### config.mk
export PLATFORM = sky130hd
export DESIGN_NAME = core
export DESIGN_NICKNAME = d
export VERILOG_FILES = /design/src/rtl/core_pkg.sv /design/src/rtl/core_alu.sv /design/src/rtl/core.sv
export SDC_FILE = /design/constraint.sdc
export NUM_CORES = 2
export LEC_CHECK = 0
export ABC_CLOCK_PERIOD_IN_PS = 12050
export BUFFER_PORTS_ARGS = -buffer_cell sky130_fd_sc_hd__buf_4
export CAP_MARGIN = 20
export CORE_ASPECT_RATIO = 1.2
export CORE_MARGIN = 3
export CORE_UTILIZATION = 55
export DETAILED_ROUTE_END_ITERATION = 8
export HOLD_SLACK_MARGIN = 0.08
export PLACE_DENSITY = 0.71
export SLEW_MARGIN = 40
export SYNTH_ARGS = -nofsm -noshare
export SYNTH_HDL_FRONTEND = slang
export SYNTH_SLANG_ARGS = --single-unit
export TNS_END_PERCENT = 10
### constraint.sdc
create_clock -name clk -period 12.05 [get_ports clk]
set_input_delay 0.6025 -clock clk [delete_from_list [all_inputs] [get_ports clk]]
set_output_delay 0.6025 -clock clk [all_outputs]
set_load 0.05 [all_outputs]
### src/rtl/core_pkg.sv
// core_pkg: shared definitions for the multicycle RV32I core.
//   - RV32I opcode, funct3 and funct7 constants
//   - ALU operation enum and the funct3/funct7 -> ALU op decoder
//   - FSM state enum
//   - immediate generator for all RV32I instruction formats
package core_pkg;

    // Major opcodes (instruction bits [6:0])
    localparam logic [6:0] OPC_LUI    = 7'b0110111;
    localparam logic [6:0] OPC_AUIPC  = 7'b0010111;
    localparam logic [6:0] OPC_JAL    = 7'b1101111;
    localparam logic [6:0] OPC_JALR   = 7'b1100111;
    localparam logic [6:0] OPC_BRANCH = 7'b1100011;
    localparam logic [6:0] OPC_LOAD   = 7'b0000011;
    localparam logic [6:0] OPC_STORE  = 7'b0100011;
    localparam logic [6:0] OPC_OP_IMM = 7'b0010011;
    localparam logic [6:0] OPC_OP     = 7'b0110011;

    // funct3 for OP / OP-IMM
    localparam logic [2:0] F3_ADD_SUB = 3'b000;
    localparam logic [2:0] F3_SLL     = 3'b001;
    localparam logic [2:0] F3_SLT     = 3'b010;
    localparam logic [2:0] F3_SLTU    = 3'b011;
    localparam logic [2:0] F3_XOR     = 3'b100;
    localparam logic [2:0] F3_SRL_SRA = 3'b101;
    localparam logic [2:0] F3_OR      = 3'b110;
    localparam logic [2:0] F3_AND     = 3'b111;

    // funct3 for branches
    localparam logic [2:0] F3_BEQ  = 3'b000;
    localparam logic [2:0] F3_BNE  = 3'b001;
    localparam logic [2:0] F3_BLT  = 3'b100;
    localparam logic [2:0] F3_BGE  = 3'b101;
    localparam logic [2:0] F3_BLTU = 3'b110;
    localparam logic [2:0] F3_BGEU = 3'b111;

    // funct7: ALT selects SUB / SRA / SRAI
    localparam logic [6:0] F7_BASE = 7'b0000000;
    localparam logic [6:0] F7_ALT  = 7'b0100000;

    typedef enum logic [3:0] {
        ALU_ADD,
        ALU_SUB,
        ALU_SLL,
        ALU_SLT,
        ALU_SLTU,
        ALU_XOR,
        ALU_SRL,
        ALU_SRA,
        ALU_OR,
        ALU_AND,
        ALU_PASS_B
    } alu_op_e;

    typedef enum logic [2:0] {
        ST_FETCH     = 3'd0,
        ST_DECODE    = 3'd1,
        ST_EXECUTE   = 3'd2,
        ST_MEM       = 3'd3,
        ST_WRITEBACK = 3'd4
    } state_e;

    function automatic alu_op_e alu_op_decode(input logic [2:0] f3, input logic alt);
        alu_op_e op;
        case (f3)
            F3_ADD_SUB: op = alt ? ALU_SUB : ALU_ADD;
            F3_SLL:     op = ALU_SLL;
            F3_SLT:     op = ALU_SLT;
            F3_SLTU:    op = ALU_SLTU;
            F3_XOR:     op = ALU_XOR;
            F3_SRL_SRA: op = alt ? ALU_SRA : ALU_SRL;
            F3_OR:      op = ALU_OR;
            default:    op = ALU_AND;
        endcase
        return op;
    endfunction

    // Sign-extended immediate; I-type is the fallback for every other opcode.
    function automatic logic [31:0] imm_gen(input logic [31:0] ir);
        logic [31:0] imm;
        case (ir[6:0])
            OPC_LUI, OPC_AUIPC: imm = {ir[31:12], 12'b0};
            OPC_JAL:            imm = {{12{ir[31]}}, ir[19:12], ir[20], ir[30:21], 1'b0};
            OPC_BRANCH:         imm = {{20{ir[31]}}, ir[7], ir[30:25], ir[11:8], 1'b0};
            OPC_STORE:          imm = {{21{ir[31]}}, ir[30:25], ir[11:7]};
            default:            imm = {{21{ir[31]}}, ir[30:20]};
        endcase
        return imm;
    endfunction

endpackage

### src/rtl/core_alu.sv
// core_alu: combinational 32-bit integer ALU.
//   a, b   : operands
//   op     : operation select (alu_op_e)
//   result : operation result, modulo 2^32
//   eq     : a == b
//   lt     : a <  b, signed
//   ltu    : a <  b, unsigned
module core_alu
    import core_pkg::*;
(
    input  logic [31:0] a,
    input  logic [31:0] b,
    input  alu_op_e     op,
    output logic [31:0] result,
    output logic        eq,
    output logic        lt,
    output logic        ltu
);

    assign eq  = (a == b);
    assign lt  = ($signed(a) < $signed(b));
    assign ltu = (a < b);

    always_comb begin
        result = '0;
        case (op)
            ALU_ADD:    result = a + b;
            ALU_SUB:    result = a - b;
            ALU_SLL:    result = a << b[4:0];
            ALU_SLT:    result = {31'b0, lt};
            ALU_SLTU:   result = {31'b0, ltu};
            ALU_XOR:    result = a ^ b;
            ALU_SRL:    result = a >> b[4:0];
            ALU_SRA:    result = $unsigned($signed(a) >>> b[4:0]);
            ALU_OR:     result = a | b;
            ALU_AND:    result = a & b;
            ALU_PASS_B: result = b;
            default:    result = a + b;
        endcase
    end

endmodule

### src/rtl/core.sv
// core: multicycle RV32I integer core (FETCH/DECODE/EXECUTE/MEM/WRITEBACK).
//   clk      : clock, all state changes on rising edge
//   resetn   : asynchronous active-low reset
//   address  : fetch address (PC) or data address (rs1+imm) in MEM
//   data_out : store data, held between stores
//   data_in  : memory read word, valid in the same cycle as address
//   we       : memory write enable, high only in the MEM cycle of a store
// Data port is word-only: sub-word loads/stores behave as LW/SW.
module core
    import core_pkg::*;
#(
    parameter logic [31:0] RESET_PC = 32'h0000_0000
) (
    input  logic        clk,
    input  logic        resetn,
    output logic [31:0] address,
    output logic [31:0] data_out,
    input  logic [31:0] data_in,
    output logic        we
);

    state_e      state_q, state_d;
    logic [31:0] pc_q, pc_d;
    logic [31:0] ir_q, ir_d;
    logic [31:0] rs1v_q, rs1v_d;
    logic [31:0] rs2v_q, rs2v_d;
    logic [31:0] imm_q, imm_d;
    logic [31:0] alu_q, alu_d;
    logic [31:0] mdr_q, mdr_d;
    logic [31:0] dout_q, dout_d;

    logic [31:0] regs_q [32];
    logic        rf_we;
    logic [4:0]  rf_waddr;
    logic [31:0] rf_wdata;

    logic [31:0] alu_a, alu_b, alu_res;
    alu_op_e     alu_op;
    logic        cmp_eq, cmp_lt, cmp_ltu;

    logic [6:0]  opcode;
    logic [4:0]  rd, rs1, rs2;
    logic [2:0]  funct3;
    logic [6:0]  funct7;
    logic        br_taken;
    logic [31:0] jalr_sum;

    assign opcode = ir_q[6:0];
    assign rd     = ir_q[11:7];
    assign funct3 = ir_q[14:12];
    assign rs1    = ir_q[19:15];
    assign rs2    = ir_q[24:20];
    assign funct7 = ir_q[31:25];

    assign jalr_sum = rs1v_q + imm_q;

    core_alu u_alu (
        .a      (alu_a),
        .b      (alu_b),
        .op     (alu_op),
        .result (alu_res),
        .eq     (cmp_eq),
        .lt     (cmp_lt),
        .ltu    (cmp_ltu)
    );

    always_comb begin
        case (funct3)
            F3_BEQ:  br_taken = cmp_eq;
            F3_BNE:  br_taken = !cmp_eq;
            F3_BLT:  br_taken = cmp_lt;
            F3_BGE:  br_taken = !cmp_lt;
            F3_BLTU: br_taken = cmp_ltu;
            F3_BGEU: br_taken = !cmp_ltu;
            default: br_taken = 1'b0;
        endcase
    end

    always_comb begin
        state_d  = state_q;
        pc_d     = pc_q;
        ir_d     = ir_q;
        rs1v_d   = rs1v_q;
        rs2v_d   = rs2v_q;
        imm_d    = imm_q;
        alu_d    = alu_q;
        mdr_d    = mdr_q;
        dout_d   = dout_q;
        rf_we    = 1'b0;
        rf_waddr = rd;
        rf_wdata = alu_q;
        alu_a    = rs1v_q;
        alu_b    = rs2v_q;
        alu_op   = ALU_ADD;

        case (state_q)
            ST_FETCH: begin
                ir_d    = data_in;
                state_d = ST_DECODE;
            end

            ST_DECODE: begin
                rs1v_d  = (rs1 == 5'd0) ? '0 : regs_q[rs1];
                rs2v_d  = (rs2 == 5'd0) ? '0 : regs_q[rs2];
                imm_d   = imm_gen(ir_q);
                state_d = ST_EXECUTE;
            end

            ST_EXECUTE: begin
                // Fall-through PC is committed here for every instruction;
                // taken branches and jumps overwrite it below.
                pc_d    = pc_q + 32'd4;
                state_d = ST_FETCH;
                case (opcode)
                    OPC_LUI: begin
                        alu_b   = imm_q;
                        alu_op  = ALU_PASS_B;
                        alu_d   = alu_res;
                        state_d = ST_WRITEBACK;
                    end
                    OPC_AUIPC: begin
                        alu_a   = pc_q;
                        alu_b   = imm_q;
                        alu_d   = alu_res;
                        state_d = ST_WRITEBACK;
                    end
                    OPC_JAL, OPC_JALR: begin
                        // ALU produces the link value; target uses its own adder.
                        alu_a   = pc_q;
                        alu_b   = 32'd4;
                        alu_d   = alu_res;
                        pc_d    = (opcode == OPC_JAL) ? (pc_q + imm_q)
                                                      : {jalr_sum[31:1], 1'b0};
                        state_d = ST_WRITEBACK;
                    end
                    OPC_BRANCH: begin
                        if (br_taken) begin
                            pc_d = pc_q + imm_q;
                        end
                    end
                    OPC_LOAD: begin
                        alu_b   = imm_q;
                        alu_d   = alu_res;
                        state_d = ST_MEM;
                    end
                    OPC_STORE: begin
                        alu_b   = imm_q;
                        alu_d   = alu_res;
                        dout_d  = rs2v_q;
                        state_d = ST_MEM;
                    end
                    OPC_OP_IMM: begin
                        alu_b   = imm_q;
                        alu_op  = alu_op_decode(funct3,
                                      (funct3 == F3_SRL_SRA) && (funct7 == F7_ALT));
                        alu_d   = alu_res;
                        state_d = ST_WRITEBACK;
                    end
                    OPC_OP: begin
                        alu_op  = alu_op_decode(funct3, funct7 == F7_ALT);
                        alu_d   = alu_res;
                        state_d = ST_WRITEBACK;
                    end
                    default: ; // FENCE, SYSTEM and unknown opcodes: PC+4 only
                endcase
            end

            ST_MEM: begin
                if (opcode == OPC_STORE) begin
                    state_d = ST_FETCH;
                end else begin
                    mdr_d   = data_in;
                    state_d = ST_WRITEBACK;
                end
            end

            ST_WRITEBACK: begin
                rf_we    = (rd != 5'd0);
                rf_wdata = (opcode == OPC_LOAD) ? mdr_q : alu_q;
                state_d  = ST_FETCH;
            end

            default: state_d = ST_FETCH;
        endcase
    end

    always_ff @(posedge clk or negedge resetn) begin
        if (!resetn) begin
            state_q <= ST_FETCH;
            pc_q    <= RESET_PC;
            ir_q    <= '0;
            rs1v_q  <= '0;
            rs2v_q  <= '0;
            imm_q   <= '0;
            alu_q   <= '0;
            mdr_q   <= '0;
            dout_q  <= '0;
        end else begin
            state_q <= state_d;
            pc_q    <= pc_d;
            ir_q    <= ir_d;
            rs1v_q  <= rs1v_d;
            rs2v_q  <= rs2v_d;
            imm_q   <= imm_d;
            alu_q   <= alu_d;
            mdr_q   <= mdr_d;
            dout_q  <= dout_d;
        end
    end

    // Entry 0 is never written, and reads of x0 are muxed to zero in DECODE.
    always_ff @(posedge clk or negedge resetn) begin
        if (!resetn) begin
            for (int unsigned i = 0; i < 32; i++) begin
                regs_q[i] <= '0;
            end
        end else if (rf_we) begin
            regs_q[rf_waddr] <= rf_wdata;
        end
    end

    // we decodes from state, so an asynchronous reset drops it immediately.
    assign address  = (state_q == ST_MEM) ? alu_q : pc_q;
    assign we       = (state_q == ST_MEM) && (opcode == OPC_STORE);
    assign data_out = dout_q;

endmodule

# Yosys cells after proc, flatten, opt, wreduce, memory -nomap -nowiden

Index checks and enable logic that the tools add are counted.

Flip-flop bits (word level): 1283
Bits of input ports: 34
Output and inout port bits: 65
Word-level logic and storage cells: 151

Add/sub/neg operators: 5
Magnitude comparators: 6
Eq/ne operators: 32
Shift-type cells: 3
Mux-type cells: 36
Bitwise logic cells: 7
Reductions and logical operators: 21

Operator list:

| cell                  | count |
|---|---|
| $bwmux 1024           | 1 |
| $mux 32               | 15 |
| $bmux 32 s5           | 2 |
| $pmux 32 s10          | 1 |
| $demux 32 s5          | 1 |
| $pmux 32 s2           | 2 |
| $pmux 31 s4           | 1 |
| $add 32x32->32        | 3 |
| $lt 32x32->1          | 2 |
| $pmux 4 s7            | 2 |
| $add 32x3->32 const B | 1 |
| $and 32x32->32        | 1 |
| $eq 32x32->1          | 1 |
| $or 32x32->32         | 1 |
| $shl 32x5->32         | 1 |
| $shr 32x5->32         | 1 |
| $sshr 32x5->32        | 1 |
| $sub 32x32->32        | 1 |
| $xor 32x32->32        | 1 |
| $eq 7x6->1 const B    | 4 |
| $eq 7x7->1 const B    | 3 |
| $ge 6x6->1 const B    | 3 |
| $not 5->6             | 3 |
| $eq 4x3->1 const B    | 4 |
| other kinds (28)      | 54 |

# Depth between registers and ports, before layout

Word-level depth: 9
Depth in mapped cells: 24

# Cells and area by module

Synthesis repeated with hierarchy kept, for this count alone.

Cells, all modules: 7217
Area, all modules: 76006.6 sq um

By module, submodules not included:

| module   | times used | cells each | area each (sq um) |
|---|---|---|---|
| core     | 1          | 5918       | 67193.2 |
| core_alu | 1          | 1299       | 8813.5 |

# Least setup slack after synthesis

Ideal clock, no wire load.

Path type: reg-to-reg
From: register ir_q[4]
To: register alu_q[30]
Arrival: 5.282 ns
Required time: 11.962 ns
Setup slack: 6.680 ns
Cell stages (with the launch flop): 24
Path buffers: 4
Clock period less this slack: 5.370 ns
Cells stage by stage: dfrtp_1 buf_2 nand4b_2 nor2_1 buf_4 o21a_1 clkbuf_1 buf_1 mux2i_1 inv_1 ha_1 inv_1 fa_1 nand2b_1 a221oi_1 o211ai_1 o31ai_1 a41oi_1 a31oi_1 a41oi_1 o41ai_1 xor2_1 nand2_1 a41oi_1

Longest elaborated chain between the ends: 6

RTL lines:

| element                                                 | line                           | RTL |
|---|---|---|
| from (decl)                                             | core.sv:24                     | `logic [31:0] ir_q, ir_d;` |
| from (signal assigned)                                  | core.sv:201                    | `ir_q <= ir_d;` |
| $eq 7x6->1, or another cell as far along                | core.sv:114                    | `case (opcode)` |
| $reduce_or 5->1 (no line), or another cell as far along | n/a                            |  |
| $pmux 32 s2 or $mux 32 (tied branches)                  | core.sv:114                    |  |
| $mux 32                                                 | core.sv:96                     | `case (state_q)` |
| $add 32x32->32, or another cell as far along            | core_alu.sv:27, core_alu.sv:38 |  |
| $pmux 32 s10                                            | core_alu.sv:26                 | `case (op)` |
| to (signal assigned)                                    | core.sv:205                    | `alu_q <= alu_d;` |
| to (decl)                                               | core.sv:28                     | `logic [31:0] alu_q, alu_d;` |

Parallel ways exist; a longest one is shown, timed or not.
A chain may end at the register's enable or synchronous reset.

# Worst setup path in the final report

From: register ir_q[2]
To: register alu_q[30]

Same word-level chain as after synthesis.

==> impl_metrics.tcl <==
set metrics [dict create \
    cts.sinks 1283 \
    p_clk_share_pct 20.4 \
    fp-row-count 149 \
    grt_use_total_pct 42.0 \
    port_buffers 98 \
    die_h_um 415 \
    wire_per_inst_um 32.4 \
    grt_max_degree 148 \
    cp.buffers_inverters 4 \
    switchingPower_mw 10.4 \
    hold_viol 0 \
    synth.distinct_cells 85 \
    dp_slack_ps 5410 \
    antenna_found_initial 13 \
    worstSkewPairLatency_ps 800 \
    syn_avg_cell_area_um2 9.90 \
    vias_per_cell 7.02 \
    crit_top_cell "a41oi_1" \
    crit_type "flip-flop to flip-flop" \
    synth_nets 7947 \
    cts.repair.resized 0 \
    path_depth 21 \
    drcViolationCount 0 \
    path_max_fanout 24 \
    worst_slew_pin_slew_ps 937 \
    fp.dieW_um 347 \
    power.internal_mw 11.9 \
    place.gp.congestion 1.11 \
    sw_frac_of_total_pct 46.7 \
    hpwl_mm 198 \
    netlist_top_cells_area "dfrtp_1, mux4_2, o21ai_0" \
    stdcell_area_um2 84700 \
    vdd_ir_drop_max_mv 0.184 \
    worstPathRequired_ps 12760 \
    power.share.combinational_pct 49.7 \
    finalSetupViolCount 0 \
    ys_ff_latch 1283 \
    start_util_pct 55.6 \
    root_buffer "clkbuf_16" \
    setup_slack_ps 5170 \
    htreeDepth 4 \
    yosys.area.top_type_share_pct 41.8 \
    dieArea_um2 144000 \
    synthesis.area_um2 76800 \
    min_path_cells 2 \
    finalSetupTns_ps 0 \
    r2r-start "ir_q[2]$_DFFE_PN0N_" \
    core_area_um2 138000 \
    nNetsFinal 7681 \
    finalCritPeriodShare_pct 57.1 \
    crit_path_top_delay_cell "o31ai_1" \
    max_freq_ghz 0.145 \
    yosys_warnings 0 \
    async_flop_share_pct 100 \
    setup.worst_path.start "ir_q[2]$_DFFE_PN0N_" \
    seq_area_frac_synth_pct 41.8 \
    grt_pass1_wl_mm 445 \
    synth_cells 7750 \
    cts_buffers 137 \
    vias 66083 \
    yosys-top-cells-count "dfrtp_1, nand2_1, o21ai_0" \
    routed_wl_mm 305 \
    drive_gt1_share_pct 17.5 \
    ant_nets 0 \
    syn2layout_area_growth_pct 10.3 \
    worstPathArrival_ps 7590 \
    outcome "complete, no violations" \
    place_inst 9119 \
    hold_class "input port to flip-flop" \
    dpl_cell_area_um2 79400 \
    cap_violations 0 \
    p_leak_nw 36.8 \
    cp_top_family "compound AO/OA/AOI/OAI gates" \
    drv_slew 0 \
    overflow 0 \
    postCtsSetupBuffers 0 \
    path_clk_slew_ps 70 \
    max-slew-margin-rel_pct 37.5 \
    ff2ff_path_depth 21 \
    worstPathCellList "nand2_1 > nor2_2 > o21a_1 > buf_4 > mux2i_1 > inv_1 > ha_1 > inv_1 > fa_1 > nand2b_1 > a221oi_1 > o211ai_1 > o31ai_1 > a41oi_1 > buf_4 > a31oi_1 > a41oi_1 > o41ai_1 > xor2_1 > nand2_1 > a41oi_1" \
    synth-main-ff-cell "dfrtp_1" \
    synth_edf_count 0 \
    drtIter0Drc 7896 \
    cellPowerDensity_nw_per_um2 264 \
    cp-start-kind "flip-flop" \
    dr.pass1.iters 6 \
    grt_pass1_vias 64902 \
    max_stage_delay_ps 660 \
    end_kind "flip-flop" \
    finClkSkew_ps 37.7 \
    cts_buffer_depth 3 \
    min_from "data_in[3]" \
    yosysTopAreaCell "dfrtp_1" \
    synth_most_common_cell "dfrtp_1" \
    min_period_ps 6880 \
    seqPwrFrac_pct 29.8 \
    ios 99 \
    layout.cells.non_filler 9412 \
    grt_setup_unrepaired "false" \
    cts_tree "yes" \
]
-- cell type report --
| cell class | count | area (um^2) |
|---|---|---|
| antenna | 6 | 15.0 |
| clock buffer | 182 | 3880 |
| clock inverter | 67 | 923 |
| fill | 11306 | 53300 |
| inverter | 124 | 465 |
| multi-input combinational | 5616 | 42100 |
| sequential | 1283 | 32100 |
| tap | 1812 | 2270 |
| timing repair buffer | 322 | 2870 |
-- registers in the layout, indices dropped and copies added (netlist names) --
| name | flops |
|---|---|
| pc_q | 32 |
| rs2v_q | 32 |
| data_out | 32 |
| alu_q | 32 |
| ir_q | 32 |
| regs_q | 1024 |
| imm_q | 32 |
| mdr_q | 32 |
| state_q | 3 |
| rs1v_q | 32 |
-- per-stage QoR --
stage | hold WS, ps | power, mW | utilization, %
2_1_floorplan | 307 | 13.3 | -
3_3_place_gp | 381 | 17.1 | 57.2
3_5_place_dp | 387 | 17.4 | 57.5
4_1_cts | 103 | 21.9 | 61.3
5_1_grt | 131 | 23.2 | 61.4
6_report | 176 | 22.3 | 61.4
-- layer usage --
layer  vias to the layer above  global-route usage [%]  wire (um)
li1                      27853                       -          -
met1                     32920                    52.1     109000
met2                      4083                    64.8     139000
met3                      1215                    10.2      32000
met4                        12                    29.9      25600
met5                         -                       0         78
-- power groups by stage --
stage	registers [mW]	logic (mW)	clock network, mW
final	6.66	11.1	4.56
after global routing	6.73	11.7	4.77
after CTS	6.58	10.8	4.60
after detailed placement	6.65	10.7	0
after global placement	6.58	10.6	0
after floorplan	5.81	7.54	0
-- what timing repair did --
item                                   CTS  global route
endpoints found under the hold margin  183             0
hold buffers                            32             0
setup endpoints to repair                0             0
-- worst paths after layout --
path / endpoint / slack [ps]
hold reg to reg: regs_q[1009]$_DFFE_PN0P_ / 400
setup reg to reg: alu_q[30]$_DFFE_PN0P_ / 5170
setup / recovery: alu_q[30]$_DFFE_PN0P_ / 5170
max in group asynchronous: regs_q[725]$_DFFE_PN0P_ / 9360
min in group asynchronous: regs_q[962]$_DFFE_PN0P_ / 440
hold / removal: mdr_q[3]$_DFFE_PN0P_ / 180
-- cells in the final DEF, fill, tap and decap left out, types with 138 or more instances in the layout --
cell type / netlist / layout
ha_1: 159 / 159
mux2i_1: 463 / 427
a21oi_1: 605 / 603
nor2_1: 457 / 447
dfrtp_1: 1283 / 1273
o21ai_0: 1085 / 1077
mux4_2: 450 / 450
nand2_1: 1120 / 1101
mux2_2: 216 / 216
buf_4: 3 / 247
clkbuf_16: 0 / 138
-- cells by family after synthesis --
| kind of cell | share of synthesized area [%] |
|---|---|
| multiplexers | 22.4 |
| AND/OR/NAND/NOR | 10.5 |
| XOR/XNOR | 1.07 |
| AO/OA/AOI/OAI | 17.2 |
| buffers and inverters | 4.26 |
| adder cells (fa/ha/maj) | 2.70 |
| flip-flops | 41.8 |
(Power assumes the default switching activity.)
